**src/rtl/mw_mem_write_ctrl_pkg.sv**
```systemverilog
// -----------------------------------------------------------------------------
// mw_mem_write_ctrl_pkg
//   Shared definitions for the MW memory-write sequencer. This package holds
//   the FSM state encoding, the store-size codes and the lane-mask lookup.
//   It takes the place of a separate defines include.
//   Optional feature macro used by the sequencer: MW_WR_SPLIT_EN.
// -----------------------------------------------------------------------------
package mw_mem_write_ctrl_pkg;

   typedef enum logic [1:0] {
      ST_IDLE = 2'd0,
      ST_REQ1 = 2'd1,
      ST_REQ2 = 2'd2,
      ST_DONE = 2'd3
   } mw_state_e;

   localparam logic [1:0] SIZE_BYTE  = 2'b00;
   localparam logic [1:0] SIZE_WORD  = 2'b01;
   localparam logic [1:0] SIZE_DWORD = 2'b10;

   // Byte-lane mask of a store before it is shifted by the address offset.
   // The reserved size code 11 is treated as a dword.
   function automatic logic [3:0] lane_mask(input logic [1:0] size);
      case (size)
         SIZE_BYTE: lane_mask = 4'b0001;
         SIZE_WORD: lane_mask = 4'b0011;
         default:   lane_mask = 4'b1111;
      endcase
   endfunction

endpackage

```
**src/rtl/mw_mem_write_ctrl_if.sv**
```systemverilog
// -----------------------------------------------------------------------------
// mw_mem_write_ctrl_if
//   This interface groups the MW-side store request and the data-memory bus.
//   slave  : the sequencer's view
//            inputs  v_mem_we, wr_addr, wr_data, wr_size, flush, mem_ack
//            outputs mem_req, mem_addr, mem_wdata, mem_be,
//                    write_finished, wr_misalign, busy
//   master : the environment's view, which drives the MW request and the bus ack
// -----------------------------------------------------------------------------
interface mw_mem_write_ctrl_if #(
   parameter int ADDR_W = 32,
   parameter int DATA_W = 32
);
   logic              v_mem_we;
   logic [ADDR_W-1:0] wr_addr;
   logic [DATA_W-1:0] wr_data;
   logic [1:0]        wr_size;
   logic              flush;
   logic              mem_ack;
   logic              mem_req;
   logic [ADDR_W-1:0] mem_addr;
   logic [DATA_W-1:0] mem_wdata;
   logic [3:0]        mem_be;
   logic              write_finished;
   logic              wr_misalign;
   logic              busy;

   modport slave (
      input  v_mem_we, wr_addr, wr_data, wr_size, flush, mem_ack,
      output mem_req, mem_addr, mem_wdata, mem_be, write_finished, wr_misalign, busy
   );

   modport master (
      output v_mem_we, wr_addr, wr_data, wr_size, flush, mem_ack,
      input  mem_req, mem_addr, mem_wdata, mem_be, write_finished, wr_misalign, busy
   );
endinterface

```
**src/rtl/mw_mem_write_ctrl_wr_align.sv**
```systemverilog
// -----------------------------------------------------------------------------
// mw_wr_align
//   This block is purely combinational. It turns a store's address, data and
//   size into the bus fields of the first dword access and of the second one.
//   need2 flags a store whose lanes spill past the first dword.
//   Inputs : addr_i, data_i (right-justified), size_i
//   Outputs: addr1_o, be1_o, wdata1_o, addr2_o, be2_o, wdata2_o, need2_o
// -----------------------------------------------------------------------------
module mw_wr_align
   import mw_mem_write_ctrl_pkg::*;
#(
   parameter int ADDR_W = 32
) (
   input  logic [ADDR_W-1:0] addr_i,
   input  logic [31:0]       data_i,
   input  logic [1:0]        size_i,
   output logic [ADDR_W-1:0] addr1_o,
   output logic [3:0]        be1_o,
   output logic [31:0]       wdata1_o,
   output logic [ADDR_W-1:0] addr2_o,
   output logic [3:0]        be2_o,
   output logic [31:0]       wdata2_o,
   output logic              need2_o
);
   logic [1:0]  off;
   logic [6:0]  wide;
   logic [55:0] d;

   assign off  = addr_i[1:0];
   // A dword at offset 3 reaches lane 6, so the mask needs 7 bits and the data needs 56.
   assign wide = {3'b000, lane_mask(size_i)} << off;
   assign d    = {24'h0, data_i} << {off, 3'b000};

   assign addr1_o  = {addr_i[ADDR_W-1:2], 2'b00};
   assign be1_o    = wide[3:0];
   assign wdata1_o = d[31:0];
   // The second access always targets the next dword and wraps at the top of the space.
   assign addr2_o  = addr1_o + ADDR_W'(4);
   assign be2_o    = {1'b0, wide[6:4]};
   assign wdata2_o = {8'h00, d[55:32]};
   assign need2_o  = |wide[6:4];
endmodule

```
**src/rtl/mw_mem_write_ctrl.sv**
```systemverilog
// -----------------------------------------------------------------------------
// mw_mem_write_ctrl
//   This is the memory-write sequencer that sits after the MW stage. It
//   captures one store and drives the data-memory bus handshake. It pulses
//   write_finished once the store is committed, which releases the MW stall.
//   Ports: clk, rst (synchronous, active high), bus (mw_mem_write_ctrl_if.slave).
//   Option MW_WR_SPLIT_EN:
//     defined   -> a store that crosses a dword boundary is issued as two bus writes.
//     undefined -> such a store is not issued to the bus. wr_misalign and
//                  write_finished both pulse instead.
// -----------------------------------------------------------------------------
module mw_mem_write_ctrl
   import mw_mem_write_ctrl_pkg::*;
#(
   parameter int ADDR_W = 32,
   parameter int DATA_W = 32
) (
   input  logic               clk,
   input  logic               rst,
   mw_mem_write_ctrl_if.slave bus
);
`ifdef MW_WR_SPLIT_EN
   localparam bit SPLIT_EN = 1'b1;
`else
   localparam bit SPLIT_EN = 1'b0;
`endif

   mw_state_e         state_q;
   logic [ADDR_W-1:0] addr_q;
   logic [DATA_W-1:0] data_q;
   logic [1:0]        size_q;
   logic              mem_req_q;
   logic [ADDR_W-1:0] mem_addr_q;
   logic [DATA_W-1:0] mem_wdata_q;
   logic [3:0]        mem_be_q;
   logic              fin_q;
   logic              mis_q;
   logic              busy_q;

   logic [ADDR_W-1:0] al_addr, a1, a2;
   logic [DATA_W-1:0] al_data, w1, w2;
   logic [1:0]        al_size;
   logic [3:0]        be1, be2;
   logic              need2;

   // In IDLE the aligner looks at the live request, so the first access can be
   // registered on the capture edge. After that it looks at the captured store.
   assign al_addr = (state_q == ST_IDLE) ? bus.wr_addr : addr_q;
   assign al_data = (state_q == ST_IDLE) ? bus.wr_data : data_q;
   assign al_size = (state_q == ST_IDLE) ? bus.wr_size : size_q;

   mw_wr_align #(.ADDR_W(ADDR_W)) u_align (
      .addr_i  (al_addr),
      .data_i  (al_data),
      .size_i  (al_size),
      .addr1_o (a1),
      .be1_o   (be1),
      .wdata1_o(w1),
      .addr2_o (a2),
      .be2_o   (be2),
      .wdata2_o(w2),
      .need2_o (need2)
   );

   always_ff @(posedge clk) begin
      if (rst) begin
         state_q     <= ST_IDLE;
         addr_q      <= '0;
         data_q      <= '0;
         size_q      <= '0;
         mem_req_q   <= 1'b0;
         mem_addr_q  <= '0;
         mem_wdata_q <= '0;
         mem_be_q    <= '0;
         fin_q       <= 1'b0;
         mis_q       <= 1'b0;
         busy_q      <= 1'b0;
      end else begin
         fin_q <= 1'b0;
         mis_q <= 1'b0;
         case (state_q)
            ST_IDLE: begin
               if (bus.v_mem_we && !bus.flush) begin
                  addr_q <= bus.wr_addr;
                  data_q <= bus.wr_data;
                  size_q <= bus.wr_size;
                  busy_q <= 1'b1;
                  if (need2 && !SPLIT_EN) begin
                     // A crossing store cannot be issued. MW retires it and the fault is raised upstream.
                     state_q <= ST_DONE;
                     fin_q   <= 1'b1;
                     mis_q   <= 1'b1;
                  end else begin
                     state_q     <= ST_REQ1;
                     mem_req_q   <= 1'b1;
                     mem_addr_q  <= a1;
                     mem_wdata_q <= w1;
                     mem_be_q    <= be1;
                  end
               end
            end
            ST_REQ1: begin
               if (bus.mem_ack) begin
                  if (need2 && SPLIT_EN) begin
                     state_q     <= ST_REQ2;
                     mem_addr_q  <= a2;
                     mem_wdata_q <= w2;
                     mem_be_q    <= be2;
                  end else begin
                     state_q   <= ST_DONE;
                     mem_req_q <= 1'b0;
                     mem_be_q  <= '0;
                     fin_q     <= 1'b1;
                  end
               end
            end
            ST_REQ2: begin
               if (bus.mem_ack) begin
                  state_q   <= ST_DONE;
                  mem_req_q <= 1'b0;
                  mem_be_q  <= '0;
                  fin_q     <= 1'b1;
               end
            end
            ST_DONE: begin
               // MW still holds v_mem_we for the retiring store in this cycle, so no capture happens here.
               state_q <= ST_IDLE;
               busy_q  <= 1'b0;
            end
            default: state_q <= ST_IDLE;
         endcase
      end
   end

   assign bus.mem_req        = mem_req_q;
   assign bus.mem_addr       = mem_addr_q;
   assign bus.mem_wdata      = mem_wdata_q;
   assign bus.mem_be         = mem_be_q;
   assign bus.write_finished = fin_q;
   assign bus.wr_misalign    = mis_q;
   assign bus.busy           = busy_q;
endmodule

```
**src/flat_wrapper.sv**
```systemverilog
// flat-port wrapper written by rule: the top's interface ports become plain ports
module mw_mem_write_ctrl_flat import mw_mem_write_ctrl_pkg::*;
#(
   parameter int ADDR_W = 32,
   parameter int DATA_W = 32
)
  (clk, rst, bus_v_mem_we, bus_wr_addr, bus_wr_data, bus_wr_size, bus_flush, bus_mem_ack, bus_mem_req, bus_mem_addr, bus_mem_wdata, bus_mem_be, bus_write_finished, bus_wr_misalign, bus_busy);
  mw_mem_write_ctrl_if #(.ADDR_W(ADDR_W), .DATA_W(DATA_W)) bus_i ();
  input  logic clk;
  input  logic rst;
  input wire logic [$bits(bus_i.v_mem_we)-1:0] bus_v_mem_we;
  input wire logic [$bits(bus_i.wr_addr)-1:0] bus_wr_addr;
  input wire logic [$bits(bus_i.wr_data)-1:0] bus_wr_data;
  input wire logic [$bits(bus_i.wr_size)-1:0] bus_wr_size;
  input wire logic [$bits(bus_i.flush)-1:0] bus_flush;
  input wire logic [$bits(bus_i.mem_ack)-1:0] bus_mem_ack;
  output wire logic [$bits(bus_i.mem_req)-1:0] bus_mem_req;
  output wire logic [$bits(bus_i.mem_addr)-1:0] bus_mem_addr;
  output wire logic [$bits(bus_i.mem_wdata)-1:0] bus_mem_wdata;
  output wire logic [$bits(bus_i.mem_be)-1:0] bus_mem_be;
  output wire logic [$bits(bus_i.write_finished)-1:0] bus_write_finished;
  output wire logic [$bits(bus_i.wr_misalign)-1:0] bus_wr_misalign;
  output wire logic [$bits(bus_i.busy)-1:0] bus_busy;
  assign bus_i.v_mem_we = bus_v_mem_we;
  assign bus_i.wr_addr = bus_wr_addr;
  assign bus_i.wr_data = bus_wr_data;
  assign bus_i.wr_size = bus_wr_size;
  assign bus_i.flush = bus_flush;
  assign bus_i.mem_ack = bus_mem_ack;
  assign bus_mem_req = bus_i.mem_req;
  assign bus_mem_addr = bus_i.mem_addr;
  assign bus_mem_wdata = bus_i.mem_wdata;
  assign bus_mem_be = bus_i.mem_be;
  assign bus_write_finished = bus_i.write_finished;
  assign bus_wr_misalign = bus_i.wr_misalign;
  assign bus_busy = bus_i.busy;
  mw_mem_write_ctrl #(.ADDR_W(ADDR_W), .DATA_W(DATA_W)) u_core (.clk(clk), .rst(rst), .bus(bus_i));
endmodule
```
**config.mk**
```make
export PLATFORM = sky130hd
export DESIGN_NAME = mw_mem_write_ctrl_flat
export DESIGN_NICKNAME = d
export VERILOG_FILES = /design/src/rtl/mw_mem_write_ctrl_pkg.sv /design/src/rtl/mw_mem_write_ctrl_if.sv /design/src/rtl/mw_mem_write_ctrl_wr_align.sv /design/src/rtl/mw_mem_write_ctrl.sv /design/src/flat_wrapper.sv
export SDC_FILE = /design/constraint.sdc
export NUM_CORES = 1
export LEC_CHECK = 0
export ABC_AREA = 1
export CAP_MARGIN = 20
export CORE_UTILIZATION = 40
export CTS_BUF_LIST = sky130_fd_sc_hd__clkbuf_4
export CTS_CLUSTER_DIAMETER = 100
export DETAILED_ROUTE_END_ITERATION = 8
export PLACE_DENSITY = 0.67
export SYNTH_ARGS = -nofsm -noshare
export SYNTH_HDL_FRONTEND = slang
export SYNTH_HIERARCHICAL = 1
export SYNTH_SLANG_ARGS = --single-unit
```
**constraint.sdc**
```tcl
create_clock -name clk -period 3.7 [get_ports clk]
set_input_delay 0.37 -clock clk [delete_from_list [all_inputs] [get_ports clk]]
set_output_delay 0.37 -clock clk [all_outputs]
set_load 0.01 [all_outputs]
```
Word-level counts from Yosys, hierarchy flattened

Cells that the tools add are included.

$add $sub $neg: 0
Multiply operators: 0
Div/mod/pow operators: 0
Order comparisons: 0
Eq/ne operators: 7
Shift-type cells: 2
Muxes and demuxes: 22
Bitwise operators: 2
Reduce and logical (&&, ||, !) cells: 14

Operator list:

| cell               | number |
|---|---|
| $mux 32            | 2 |
| $shl 32x5->32      | 1 |
| $pmux 4 s2         | 2 |
| $mux 4             | 3 |
| $mux 2             | 4 |
| $mux 1             | 7 |
| $shl 4x2->7        | 1 |
| $pmux 1 s2         | 3 |
| $pmux 2 s3         | 1 |
| $reduce_and 2->1   | 3 |
| $eq 2x1->1 const B | 2 |
| $eq 2x2->1 const B | 2 |
| $logic_not 2->1    | 2 |
| $ne 2x2->1 const B | 2 |
| $reduce_and 4->1   | 1 |
| $reduce_bool 2->1  | 2 |
| $reduce_or 2->1    | 2 |
| $reduce_and 3->1   | 1 |
| $reduce_or 3->1    | 1 |
| $ne 2x1->1 const B | 1 |
| $not 1->1          | 2 |
| $logic_and 1x1->1  | 1 |
| $logic_not 1->1    | 1 |

Bits in registers: 138
Latch bits: 0
RAM bits: 0
ROM bits: 0
Input bits: 71
Output and inout bits: 72
Word-level logic and storage cells: 58
Memories: 0

Longest topological paths before layout

Gate-level depths: netlist (run 1).

Depth in word-level cells: 9
Depth in mapped cells: 17
Mapped depth without buffers: 13

Hierarchy

Netlist (run 1), hierarchy kept.

Modules (own cells, without submodules):

| module            | times used | cells each | area each (µm²) | sequential area each (µm²) |
|---|---|---|---|---|
| mw_mem_write_ctrl | 1          | 784        | 5776.8          | 2802.7 |
| mw_wr_align       | 1          | 401        | 1969.4          | 0.0 |

Worst setup path after synthesis (run 1)

OpenSTA, ideal clock, no wires.

Kind: register to register
From: register u_core.state_q[0]
To: register u_core.mem_wdata_q[16], in the netlist u_core/bus.mem_wdata[16]
Library setup time: 113 ps
Data arrival time: 2493 ps
Required time: 3587 ps
Setup slack: 1094 ps
Cell stages (with the launch flop): 18
Buffers on the path: 5
Path through: dfxtp_1 > inv_1 > ha_1 > buf_4 > buf_4 > buf_2 > nand2_1 > o21ai_0 > buf_2 > nor2_1 > or3_1 > inv_1 > inv_1 > nand4_2 > clkinv_2 > buf_4 > nor2_1 > nor2_1

Elaborated cells on any way between the ends: 12

RTL lines:

| element                    | RTL line                         | RTL |
|---|---|---|
| from (decl)                | mw_mem_write_ctrl.sv:28          | `mw_state_e state_q;` |
| from (signal assigned)     | mw_mem_write_ctrl.sv:67          | `state_q <= ST_IDLE;` |
| from (signal assigned)     | mw_mem_write_ctrl.sv:90          | `state_q <= ST_DONE;` |
| from (signal assigned)     | mw_mem_write_ctrl.sv:94          | `state_q <= ST_REQ1;` |
| $logic_not 2->1            | mw_mem_write_ctrl.sv:48          | `assign al_addr = (state_q == ST_IDLE) ? bus.wr_addr : addr_q;` |
| $mux 32                    | mw_mem_write_ctrl.sv:48          |  |
| net u_core.al_addr[1]      | mw_mem_write_ctrl.sv:40          | `logic [ADDR_W-1:0] al_addr, a1, a2;` |
| $shl 4x2->7                | mw_mem_write_ctrl_wr_align.sv:31 | `assign wide = {3'b000, lane_mask(size_i)} << off;` |
| $reduce_or 3->1            | mw_mem_write_ctrl_wr_align.sv:41 | `assign need2_o = \|wide[6:4];` |
| net u_core.need2           | mw_mem_write_ctrl.sv:44          | `logic need2;` |
| $not 1->1 (no line)        | --                               |  |
| $reduce_and 3->1 (no line) | --                               |  |
| to (signal assigned)       | mw_mem_write_ctrl.sv:97          | `mem_wdata_q <= w1;` |
| to (signal assigned)       | mw_mem_write_ctrl.sv:107         | `mem_wdata_q <= w2;` |
| to (decl)                  | mw_mem_write_ctrl.sv:34          | `logic [DATA_W-1:0] mem_wdata_q;` |

The timed path passes the listed nets, and every way through them passes these cells.
A chain may end at the register's enable or synchronous reset.

Worst setup path after layout (run 1)

From: register u_core.state_q[0]
To: register u_core.mem_addr_q[31], in the netlist u_core/bus.mem_addr[31]

Elaborated cells on any way between the ends: 10

RTL lines:

| element                    | RTL line                         | RTL |
|---|---|---|
| $logic_not 2->1            | mw_mem_write_ctrl.sv:48          |  |
| $mux 32                    | mw_mem_write_ctrl.sv:48          |  |
| net u_core.al_addr[1]      | mw_mem_write_ctrl.sv:40          |  |
| $shl 4x2->7                | mw_mem_write_ctrl_wr_align.sv:31 |  |
| $reduce_or 3->1            | mw_mem_write_ctrl_wr_align.sv:41 |  |
| net u_core.need2           | mw_mem_write_ctrl.sv:44          |  |
| $not 1->1 (no line)        | --                               |  |
| $reduce_and 3->1 (no line) | --                               |  |
| to (signal assigned)       | mw_mem_write_ctrl.sv:72          | `mem_addr_q <= '0;` |
| to (signal assigned)       | mw_mem_write_ctrl.sv:96          | `mem_addr_q <= a1;` |
| to (signal assigned)       | mw_mem_write_ctrl.sv:106         | `mem_addr_q <= a2;` |
| to (decl)                  | mw_mem_write_ctrl.sv:33          | `logic [ADDR_W-1:0] mem_addr_q;` |

The timed path passes the listed nets, and every way through them passes these cells.

==> results.json, run 1 <==
{
  "met2_length_um": 7160,
  "period_share_pct": 86.3,
  "m1WireLength_um": 7590,
  "cts_resized": 0,
  "finalWeightedCongestion": 0.829,
  "slew_headroom_pct": 51.7,
  "syn_inst": 940,
  "start_kind": "flip-flop",
  "grt_pass1_wl_um": 25300,
  "cp_max_fo": 64,
  "endpoint_kind": "flip-flop",
  "dr_wl_met3_um": 854,
  "post-route-drc-count": 0,
  "grt_pass1_vias": 5201,
  "slowest_stage": "ha_4",
  "worst-path-buf-inv": 4,
  "slowest_delay_ps": 560,
  "worst_pin_slew_ps": 725,
  "cap_viol_max_count": 0,
  "drtIter0Drc": 391,
  "dpl.hpwl_um": 11000,
  "slew_violations": 0,
  "whs_ps": 452,
  "vias": 5891,
  "grt_overflow_total": 0,
  "die_area_sq_mm": 0.0171,
  "top_layer": "met4",
  "wl_per_cell_um": 12.7,
  "area_growth_pct": 21.3,
  "crit_path_start": "u_core/state_q[0]",
  "numCtsBuffers": 17,
  "ctsHoldBuffers": 0,
  "grt_max_degree": 84,
  "status": "completed",
  "finalHoldViolations": 0,
  "track_usage_pct": 19.1,
  "skew_ps": 18.8,
  "cts_setup_buffers": 0,
  "viasPerCell": 4.74,
  "required_ps": 4180,
  "tns_ps": 0,
  "fmax_ghz": 0.313,
  "clk_latency_ps": 540,
  "fin_crit_ps": 3190,
  "core_sq_mm": 0.0160,
  "power_leakage_nw": 3.09,
  "hp-class": "flip-flop to flip-flop",
  "cts.root.buffer_cell": "clkbuf_4",
  "cts.htree.levels": 4,
  "netlist_area_sq_mm": 0.00662,
  "die_y_um": 131,
  "setup_viol": 0,
  "dr.pass1.iters": 7,
  "port_buffers": 142,
  "postSynthAreaPerCell_sq_um": 7.05,
  "crit_chain": "inv_1, ha_4, nand2_1, o21ai_2, nor2_1, or3_1, inv_1, inv_1, nand4_4, buf_4, o21ai_0, nor2_1",
  "final_layout_size_suffix_gt1_share_pct": 4.49,
  "ir_drop_uv": 253,
  "grt_setup_unrepaired": "no",
  "rows": 46,
  "cts_tree": "yes",
  "rr_startpoint": "u_core/state_q[0]",
  "detail-route-antenna-nets": 0,
  "num-fill-cells": 1676,
  "cts.clk_slew.worst_paths_ps": 110,
  "multiInputGateArea_sq_mm": 0.00284,
  "fp.dieW_um": 131,
  "io_pins": 143,
  "clock_sinks": 140,
  "fin_ws_ps": 506,
  "power_density_mw_per_mm2": 670,
  "crit_type": "flip-flop to flip-flop",
  "cts_buffer_depth": 2,
  "power_mw": 5.38,
  "yosys_warnings": 6,
  "min_from": "u_core/data_q[2]",
  "antenna_found_initial": 1,
  "seqCellArea_sq_mm": 0.00280,
  "post-place-ws_ps": 536,
  "start_util_pct": 41.4,
  "routed_wl_um": 15800,
  "cp_common_cell": "inv_1",
  "nets": 1087,
  "arrival_ps": 3670,
  "critPathTopFamily": "buffers and inverters"
}
[metal layers]
metal  global-route usage [%]  up-vias
li1                         -     3144
met1                     25.5     2607
met2                     30.0      125
met3                     4.44       15
met4                     7.17        0
met5                        0        -
[layout make-up]
class	instances	share of cell area, %
Clock inverter	12	0.997
Multi-Input combinational cell	601	35.3
Antenna cell	2	0.0623
Sequential cell	140	34.9
Timing Repair Buffer	152	18.8
Tap cell	216	3.37
Inverter	100	4.70
Clock buffer	20	1.87
[where the power goes]
group | leakage, nW | total (mW) | switching, mW | internal, mW
combinational | 1.81 | 2.60 | 1.59 | 1.01
clock | 0.131 | 0.858 | 0.521 | 0.337
sequential | 1.15 | 1.93 | 0.121 | 1.80
[placed cells by master, fill, tap and decap left out, drive strengths merged, types with 6 or more instances in the layout]
cell type and n:
nor2 167, dfxtp 140, mux2i 8, clkinv 12, o22ai 9, o21a 8, nand4 6, inv 98
clkdlybuf4s50 142, buf 10, clkbuf 20, o21ai 212, nand2 105, a21oi 74
[sequential cells by signal, indices dropped and copies added (netlist names)]
name,count
u_core/data_q,32
u_core/bus.busy,1
u_core/bus.mem_addr,32
u_core/addr_q,32
u_core/state_q,2
u_core/bus.mem_req,1
u_core/bus.wr_misalign,1
u_core/size_q,2
u_core/bus.mem_wdata,32
u_core/bus.mem_be,4
u_core/bus.write_finished,1
[metrics by stage]
stage                     util, %  cells  cell area, sq um
final                        50.2   1243              8030
after floorplan                 -    941              6630
after global placement       48.7   1209              7800
after detailed placement     48.7   1209              7800
after global routing         50.2   1243              8030
after CTS                    50.2   1241              8030
[worst paths after layout]
path | to | slack, ps | cells after the start
max | u_core/bus.mem_addr[31] | 510 | 12
min | u_core/data_q[2] | 450 | 2
max reg2reg | u_core/bus.mem_addr[31] | 510 | 12
min reg2reg | u_core/data_q[2] | 450 | 2
[worst reg2reg max path: stages (launching register included)]
cell and delay, ps:
dfxtp_1 340, inv_1 140, ha_4 560, nand2_1 150
o21ai_2 240, nor2_1 170, or3_1 380, inv_1 90
inv_1 100, nand4_4 100, buf_4 560, o21ai_0 230
nor2_1 110
(Power assumes the default switching activity.)
==> run 2: changes to the inputs <==
--- a/config.mk
+++ b/config.mk
@@ -9,7 +9,7 @@
 export CAP_MARGIN = 20
 export CORE_UTILIZATION = 40
 export CTS_BUF_LIST = sky130_fd_sc_hd__clkbuf_4
-export CTS_CLUSTER_DIAMETER = 100
+export CTS_CLUSTER_DIAMETER = 40
 export DETAILED_ROUTE_END_ITERATION = 8
 export PLACE_DENSITY = 0.67
 export SYNTH_ARGS = -nofsm -noshare
==> results of run 2 <==
Same layout as run 1: the final DEF is identical, and so are final timing and power.
